--- src/rtl/acc_post_fx.sv ---
// Accumulator post-processing: pass, divide-normalise, negative clamp, or normalise then clamp.
// Signed division is a multi-cycle unsigned restoring divider on |acc|, followed by a sign-fix cycle.
`timescale 1ns/1ps
module acc_post_fx #(
    parameter int unsigned NUBITS    = 32,
    parameter int unsigned NUGAIN    = 128,
    parameter int unsigned GAIN_PORT = 0,
    parameter int unsigned NORMS     = 1,
    parameter int unsigned PSET      = 1
) (
    input  logic              clk,
    input  logic              rst,
    input  logic              start,
    input  logic [1:0]        mode,
    input  logic [NUBITS-1:0] acc,
    input  logic [NUBITS-1:0] gain,
    output logic [NUBITS-1:0] out,
    output logic              busy,
    output logic              done,
    output logic              err
);

    localparam int unsigned CW = (NUBITS > 1) ? $clog2(NUBITS) : 1;
    localparam logic [NUBITS-1:0] INT_MIN = {1'b1, {(NUBITS-1){1'b0}}};
    localparam logic [NUBITS-1:0] INT_MAX = ~INT_MIN;

    typedef enum logic [1:0] {
        S_IDLE,
        S_DIV,
        S_FIX,
        S_DONE
    } state_t;

    state_t            state_q, state_d;
    logic [NUBITS-1:0] out_q, out_d;
    logic              err_q, err_d;
    logic              busy_q, busy_d;
    logic              done_q, done_d;
    logic [NUBITS-1:0] rem_q, rem_d;
    logic [NUBITS-1:0] quo_q, quo_d;
    logic [NUBITS-1:0] div_q, div_d;
    logic [CW-1:0]     cnt_q, cnt_d;
    logic              neg_q, neg_d;
    logic              pset_q, pset_d;

    logic              eff_norm_c;
    logic              eff_pset_c;
    logic [NUBITS-1:0] divisor_c;
    logic [NUBITS-1:0] acc_abs_c;
    logic [NUBITS:0]   rem_sh_c;
    logic [NUBITS:0]   diff_c;
    logic              borrow_c;
    logic [NUBITS-1:0] fix_c;

    // Operand preparation and one restoring-division step
    always_comb begin
        eff_norm_c = mode[0] && (NORMS != 0);
        eff_pset_c = mode[1] && (PSET != 0);
        divisor_c  = (GAIN_PORT != 0) ? gain : NUBITS'(NUGAIN);
        acc_abs_c  = acc[NUBITS-1] ? (~acc + NUBITS'(1)) : acc;
        rem_sh_c   = {rem_q, quo_q[NUBITS-1]};
        diff_c     = rem_sh_c - {1'b0, div_q};
        borrow_c   = diff_c[NUBITS];
    end

    // Sign fix, divide-by-zero saturation and optional clamp
    always_comb begin
        fix_c = neg_q ? (~quo_q + NUBITS'(1)) : quo_q;
        if (div_q == '0) begin
            fix_c = neg_q ? INT_MIN : INT_MAX;
        end
        if (pset_q && fix_c[NUBITS-1]) begin
            fix_c = '0;
        end
    end

    // Next-state and datapath control
    always_comb begin
        state_d = state_q;
        out_d   = out_q;
        err_d   = err_q;
        rem_d   = rem_q;
        quo_d   = quo_q;
        div_d   = div_q;
        cnt_d   = cnt_q;
        neg_d   = neg_q;
        pset_d  = pset_q;

        case (state_q)
            S_IDLE, S_DONE: begin
                state_d = S_IDLE;
                if (start) begin
                    neg_d  = acc[NUBITS-1];
                    pset_d = eff_pset_c;
                    if (eff_norm_c) begin
                        quo_d   = acc_abs_c;
                        rem_d   = '0;
                        div_d   = divisor_c;
                        cnt_d   = '0;
                        state_d = S_DIV;
                    end else begin
                        out_d   = (eff_pset_c && acc[NUBITS-1]) ? '0 : acc;
                        err_d   = 1'b0;
                        state_d = S_DONE;
                    end
                end
            end
            S_DIV: begin
                rem_d = borrow_c ? rem_sh_c[NUBITS-1:0] : diff_c[NUBITS-1:0];
                quo_d = NUBITS'({quo_q, ~borrow_c});
                cnt_d = cnt_q + CW'(1);
                if (cnt_q == CW'(NUBITS - 1)) begin
                    state_d = S_FIX;
                end
            end
            S_FIX: begin
                out_d   = fix_c;
                err_d   = (div_q == '0);
                state_d = S_DONE;
            end
            default: begin
                state_d = S_IDLE;
            end
        endcase

        busy_d = (state_d == S_DIV) || (state_d == S_FIX);
        done_d = (state_d == S_DONE);
    end

    always_ff @(posedge clk) begin
        if (!rst) begin
            state_q <= S_IDLE;
            out_q   <= '0;
            err_q   <= 1'b0;
            busy_q  <= 1'b0;
            done_q  <= 1'b0;
            rem_q   <= '0;
            quo_q   <= '0;
            div_q   <= '0;
            cnt_q   <= '0;
            neg_q   <= 1'b0;
            pset_q  <= 1'b0;
        end else begin
            state_q <= state_d;
            out_q   <= out_d;
            err_q   <= err_d;
            busy_q  <= busy_d;
            done_q  <= done_d;
            rem_q   <= rem_d;
            quo_q   <= quo_d;
            div_q   <= div_d;
            cnt_q   <= cnt_d;
            neg_q   <= neg_d;
            pset_q  <= pset_d;
        end
    end

    assign out  = out_q;
    assign busy = busy_q;
    assign done = done_q;
    assign err  = err_q;

endmodule

--- config.mk ---
export PLATFORM = sky130hd
export DESIGN_NAME = acc_post_fx
export DESIGN_NICKNAME = d
export VERILOG_FILES = /design/src/rtl/acc_post_fx.sv
export SDC_FILE = /design/constraint.sdc
export NUM_CORES = 1
export LEC_CHECK = 0
export CAP_MARGIN = 0
export CORE_MARGIN = 8
export CORE_UTILIZATION = 55
export DETAILED_ROUTE_END_ITERATION = 16
export PLACE_DENSITY = 0.81
export SLEW_MARGIN = 20
export SYNTH_ARGS = -nofsm -noshare
export SYNTH_HDL_FRONTEND = slang
export SYNTH_SLANG_ARGS = --single-unit
--- constraint.sdc ---
create_clock -name clk -period 2.6 [get_ports clk]
set_input_delay 0.65 -clock clk [delete_from_list [all_inputs] [get_ports clk]]
set_output_delay 0.65 -clock clk [all_outputs]
set_load 0.01 [all_outputs]
==> results of run 1 <==
power groups by stage:
stage | combinational (W) | sequential, W | clock (W)
after floorplan | 0.00226 | 0.00253 | 0
after detailed placement | 0.00382 | 0.00250 | 0
after global placement | 0.00375 | 0.00249 | 0
final | 0.00389 | 0.00248 | 0.00145
after CTS | 0.00386 | 0.00247 | 0.00146
after global routing | 0.00421 | 0.00254 | 0.00153
path summary, 6_finish.rpt:
path | start | slack (ns) | to
max | acc[17] | 0.13 | quo_q[27]
min | rem_q[3] | 0.46 | rem_q[3]
max reg2reg | rem_q[13] | 0.16 | rem_q[15]
min reg2reg | rem_q[3] | 0.46 | rem_q[3]
worst max-delay path: cells and delay by family:
kind	cells	cell delay, ns
AO/OA/AOI/OAI	2	0.36
XOR/XNOR	1	0.17
buffers and inverters	2	0.60
AND/OR/NAND/NOR	3	0.93
flip-flops by register name, indices dropped and copies added (netlist names):
register / cells
out: 32
state_q: 2
pset_q: 1
cnt_q: 5
busy: 1
div_q: 1
rem_q: 32
done: 1
neg_q: 1
quo_q: 32
err: 1
final cells by class:
| type | count | share of cell area [%] |
|---|---|---|
| Sequential cell | 109 | 26.3 |
| Inverter | 20 | 0.904 |
| Tap cell | 147 | 2.22 |
| Multi-Input combinational cell | 669 | 51.4 |
| Clock inverter | 2 | 0.723 |
| Timing Repair Buffer | 147 | 15.7 |
| Clock buffer | 12 | 2.85 |
cell usage in the layout, fill, tap and decap left out, drive strengths merged, types with 4 or more instances in the layout:
cell type / n
clkbuf: 12
dfxtp: 109
nand2: 82
clkdlybuf4s50: 70
o31ai: 17
buf: 77
or4: 8
nor2: 50
xor2: 51
nand2b: 5
and3: 5
a31oi: 7
o21a: 4
inv: 20
and2: 21
o21ai: 84
a22o: 7
o41ai: 11
nor3b: 4
o22ai: 13
nand4: 14
a32oi: 5
xnor2: 27
nand3: 34
o211ai: 4
a21boi: 16
a21o: 31
nor3: 13
a21oi: 84
nor4: 19
mux2i: 4
or3: 12
ha: 9
stage by stage:
| stage | TNS (ns) | hold slack (ns) | power, W | instances | setup WS, ns |
|---|---|---|---|---|---|
| floorplan | 0 | 0.441 | 0.00479 | 861 | 0.265 |
| global placement | -1.95 | 0.451 | 0.00624 | 1092 | -0.228 |
| detailed placement | -2.36 | 0.457 | 0.00632 | 1092 | -0.216 |
| CTS | 0 | 0.468 | 0.00779 | 1106 | 0.0984 |
| global route | 0 | 0.492 | 0.00828 | 1106 | 0.00166 |
| finish | 0 | 0.462 | 0.00783 | 1106 | 0.129 |
synth_stat cells (11+ instances only):
| cell type | n |
|---|---|
| dfxtp_1 | 109 |
| a21oi_1 | 82 |
| nand2_1 | 82 |
| o21ai_0 | 78 |
| xor2_1 | 51 |
| nor2_1 | 50 |
| clkbuf_1 | 46 |
| nand3_1 | 33 |
| a21o_1 | 31 |
| xnor2_1 | 27 |
| and2_1 | 21 |
| inv_1 | 20 |
| o31ai_1 | 17 |
| a21boi_0 | 16 |
| nor4_1 | 13 |
| o22ai_1 | 13 |
| nand4_1 | 12 |
| nor3_1 | 12 |
| or3_1 | 11 |
kinds of logic after synthesis:
kind of cell / count (synthesis)
adders and majority gates: 9
muxes: 4
xor gates and xnor gates: 78
and+or+nand+nor: 280
buffers and inverters: 83
AOI/OAI and AO/OA: 298
DFF: 109
per-layer routing:
layer	global-route usage, %	part of all wire [%]	up-vias	wire length (um)
li1	-	-	3301	-
met1	30.9	43	3229	8510
met2	38.2	46	335	9010
met3	4.74	8.3	57	1630
met4	10.0	2.7	0	522
met5	0	0	-	0
what timing repair did:
action,CTS,global route
setup endpoints to repair,0,14
resized for setup,0,4
endpoints found under the hold margin,0,0
==> impl_results.md, run 1 <==
* Num Clock Sinks at 109
* Startpoint types: primary input
* Final core occ at 69.1%
* Later-pin clock latency in the skew report at 0.36 ns
* Detailed Route WL at 19700 um
* Post-synth EDFFs at 0
* Max clock buf depth at 2
* Multi-input gate area at 4260 um^2
* Clk root buf: clkbuf_16
* Combinational power share at 49.7%
* Vias in the first global route at 6444
* Via/cell ratio at 6.26
* Hold path cells at 2
* CTS Hold Bufs at 0
* Synthesized cell area at 6770 um^2
* Synth area leaders: dfxtp_1 (32%), xor2_1 (6.6%), a21oi_1 (6.1%), o21ai_0 (5.8%), nand2_1 (4.5%)
* Setup Skew at 0.0116 ns
* DR iter-0 viols at 633
* Synth Area in XOR/XNOR at 10.1%
* Compound-Gate Fraction of Synth Area at 27.5%
* I/O pins at 104
* Largest net degree at the start of global routing at 41
* Avg Inst Size Synth at 7.87 um^2
* Final setup fails at 0
* Placed Instance Area at 7990 um^2
* CP Cell Sequence: clkdlybuf4s50_1 > or4_4 > nor4_2 > buf_4 > nand4_1 > o21ai_0 > xor2_1 > o21ai_0
* Slew Viols, Final at 0
* Mux contribution to synthesized area at 0.591%
* Max-cap violations at 0
* Register bit total from synthesis at 109
* Design area at 8300 um^2
* Die Y at 127 um
* Switching pwr at 0.00320 W
* R2R depth at 6
* Vias at 6922
* Worst path max stage delay at 0.55 ns
* Synth Area in Simple Gates at 22.5%
* Routed wire length per instance at 17.8 um
* Post-Syn Instances at 861
* Power density cells at 943 nW/um^2
* Reg area at 2180 um^2
* Switching Share at 40.9%
* Synth Area in Adders at 1.66%
* HP Class: flip-flop to flip-flop
* CTS tree: yes
* Max rail drop VDD at 528 uV
* Ys Warns at 0
* Unique masters post-synth at 68
* Crit path top cell by count: o21ai_0
* Initial Util at 56.4%
* Antenna diode count at 0
* Routed Antenna Nets at 0
* Post-synthesis sequential area ratio at 32.2%
* Clock slew at reported path FFs at 0.07 ns
* Ys async rst share at 0%
* Nets at 1034
* Chip width at 127 um
* WS Path Type: primary input to flip-flop
* First-pass GRT wire length at 32100 um
* DIE AREA at 16100 um^2
* Status: completed
* Post-Syn Nets at 939
* Primary FF master, synth: dfxtp_1
* Synth-to-Final Area Change at 22.6%
* Pre-Repair DR Iteration Count at 6
* Worst EP required at 2.84 ns
* Max-slew headroom at 67.0%
* CP endpoint kind: flip-flop
* Internal power at 0.00463 W
* Clock Power Share at 18.6%
* CP Data Arrival Time at 2.71 ns
* Period utilization at 95.0%
* CP max stage cell: or4_4
* Combinational family with the most area after synthesis: compound AO/OA/AOI/OAI gates
* Reg power frac at 31.7%
* Core Area at 12000 um^2
* Tmin final at 2.47 ns
* Share of layout cells above drive strength 1 at 12.2%
* RSZ-0062 raised after global routing: no
* FP Rows at 40
* Post-DP HPWL at 13400 um
* Postcts setup bufs at 0
* GRT overflow at 0
* IO Port Bufs at 71
* Max Freq at 0.405 GHz
* GRT Overall Usage at 23.9%
* Remaining DRCs at 0
* Leakage at 3.15 nW
* CTS buffer count at 9
* Initial antenna violation count at 0
* GPL Wtd Cong at 0.903
* H-tree depth at 3
* Worst-path fanout max at 4
* Number of fill cells at 953
* Yosys top cell by area: dfxtp_1
* Top cell type's share of synthesized area at 32.2%
* Final Hold Fails at 0
* Worst Max-Slew Pin Slew at 0.490 ns
Note: power is estimated with default switching activity, not from simulation.
==> run 2, diff against run 1 <==
Settings changed: CELL_PAD_IN_SITES_DETAIL_PLACEMENT set to 2, CELL_PAD_IN_SITES_GLOBAL_PLACEMENT set to 2, CORE_UTILIZATION 55 to 34, PLACE_DENSITY 0.81 to unset, PLACE_DENSITY_LB_ADDON set to 0.1.
Clock period 2.6 ns to 2.9 ns, I/O delays scaled along.
==> impl_results.md, run 2 (synthesized netlist as in run 1, its figures left out) <==
* Status: completed
* Worst EP required at 3.16 ns
* GPL Wtd Cong at 0.812
* Vias at 6964
* Routed wire length per instance at 21.8 um
* Routed Antenna Nets at 0
* Post-DP HPWL at 18600 um
* Initial Util at 34.7%
* Detailed Route WL at 26500 um
* Worst setup margin at 0.200 ns
* GRT overflow at 0
* Crit path top cell by count: buf_4
* Via/cell ratio at 5.74
* CP endpoint kind: flip-flop
* HP Class: flip-flop to flip-flop
* Initial antenna violation count at 0
* Chip width at 157 um
* H-tree depth at 3
* CTS tree: yes
* Tmin final at 2.70 ns
* Num Clock Sinks at 109
* IO Port Bufs at 71
* I/O pins at 104
* DR iter-0 viols at 283
* Max-cap violations at 0
* Slew Viols, Final at 0
* CP Data Arrival Time at 2.96 ns
* Die Y at 157 um
* Antenna diode count at 0
* CTS buffer count at 9
* Period utilization at 93.1%
* Power density cells at 856 nW/um^2
* FP Rows at 51
* Clk root buf: clkbuf_16
* Max clock buf depth at 2
* Remaining DRCs at 0
* Most common cell after layout, fill and taps aside: dfxtp_1
* Worst-path fanout max at 3
* Crit path buffers/inverters at 4
* WS Path Type: primary input to flip-flop
* Core Area at 19500 um^2
* Final Hold Fails at 0
* Pre-Repair DR Iteration Count at 4
* Tot Pwr at 0.00719 W
* RSZ-0062 raised after global routing: no
* Max-slew headroom at 56.9%
* CTS Hold Bufs at 0
* Final core occ at 43.0%
* Synth-to-Final Area Change at 23.9%
* GRT Overall Usage at 22.0%
* Vias in the first global route at 7779
* Setup Slack @ Placement at -0.317 ns
* Startpoint types: primary input
* Largest net degree at the start of global routing at 56
* First-pass GRT wire length at 42900 um
* CP Cell Sequence: clkdlybuf4s50_1 > inv_1 > ha_1 > nor4b_1 > buf_4 > nand2_1 > buf_4 > o41ai_2 > xor2_1 > o22ai_1 > and2_1
* Max Freq at 0.370 GHz
* Later-pin clock latency in the skew report at 0.36 ns
* Worst Max-Slew Pin Slew at 0.639 ns
* CP max stage cell: clkdlybuf4s50_1
* Family with the most delay on the worst path: buffers and inverters
* Design area at 8390 um^2
* Max rail drop VDD at 373 uV
* Placed Instance Area at 8080 um^2
* Worst path max stage delay at 0.43 ns
* Leakage at 3.11 nW
* DIE AREA at 24700 um^2
* Final setup fails at 0
* Clock slew at reported path FFs at 0.07 ns
* Flop2flop setup slack at 0.24 ns
* Most frequent cells in the layout: dfxtp_1 (109), nand2_1 (82), a21oi_1 (81)
* Share of layout cells above drive strength 1 at 11.3%
* Setup Skew at 0.0104 ns
* Nets at 1023
run 2: cell count changes in the layout (fill, tap and decap cells not counted), sizes merged:
cell and delta:
clkbuf +2, buf -11, bufinv -1
run 2: worst paths after layout:
kind	cells after the start	startpoint	endpoint
max	11	acc[1]	quo_q[12]
min	2	cnt_q[4]	cnt_q[4]
max reg2reg	9	rem_q[6]	rem_q[17]
min reg2reg	2	cnt_q[4]	cnt_q[4]
run 2: area by class of cell:
class,count,area (um^2)
Timing Repair Buffer,136,1240
Multi-Input combinational cell,669,4270
Clock inverter,1,30.0
Inverter,20,75.1
Fill cell,2228,11100
Clock buffer,14,264
Sequential cell,109,2180
Tap cell,265,332
run 2: through the flow:
step / instances / setup TNS (ns) / hold WS, ns
final: 1214 / 0 / 0.483
after global routing: 1214 / 0 / 0.505
after CTS: 1214 / 0 / 0.483
after detailed placement: 1199 / -1.34 / 0.473
after global placement: 1199 / -0.121 / 0.449
after floorplan: 861 / 0 / 0.441
run 2: where the power goes:
part | total, W | switching, W | internal (W)
logic | 0.00364 | 0.00214 | 0.00150
registers | 0.00225 | 0.000366 | 0.00188
clock network | 0.00129 | 0.000579 | 0.000716
total | 0.00719 | 0.00308 | 0.00410
run 2: layer usage:
| layer | global-route usage, % | part of all wire (%) |
|---|---|---|
| met1 | 26.0 | 44 |
| met2 | 39.9 | 51 |
| met3 | 3.65 | 3.3 |
| met4 | 7.21 | 2.0 |
| met5 | 0 | 0 |
run 2: what timing repair did:
item                       in CTS  in global routing
gates resized for setup         0                  4
setup endpoints to repair       0                  5
buffers inserted                0                  0
run 2: worst reg2reg max path, cell delays in order (launching register included):
cell and delay, ns:
dfxtp_1 0.32, inv_1 0.08, ha_1 0.20, nor3b_1 0.29, buf_4 0.19, nand4_2 0.27
nor4_2 0.53, a21oi_1 0.20, or4_1 0.44, nand3_1 0.08
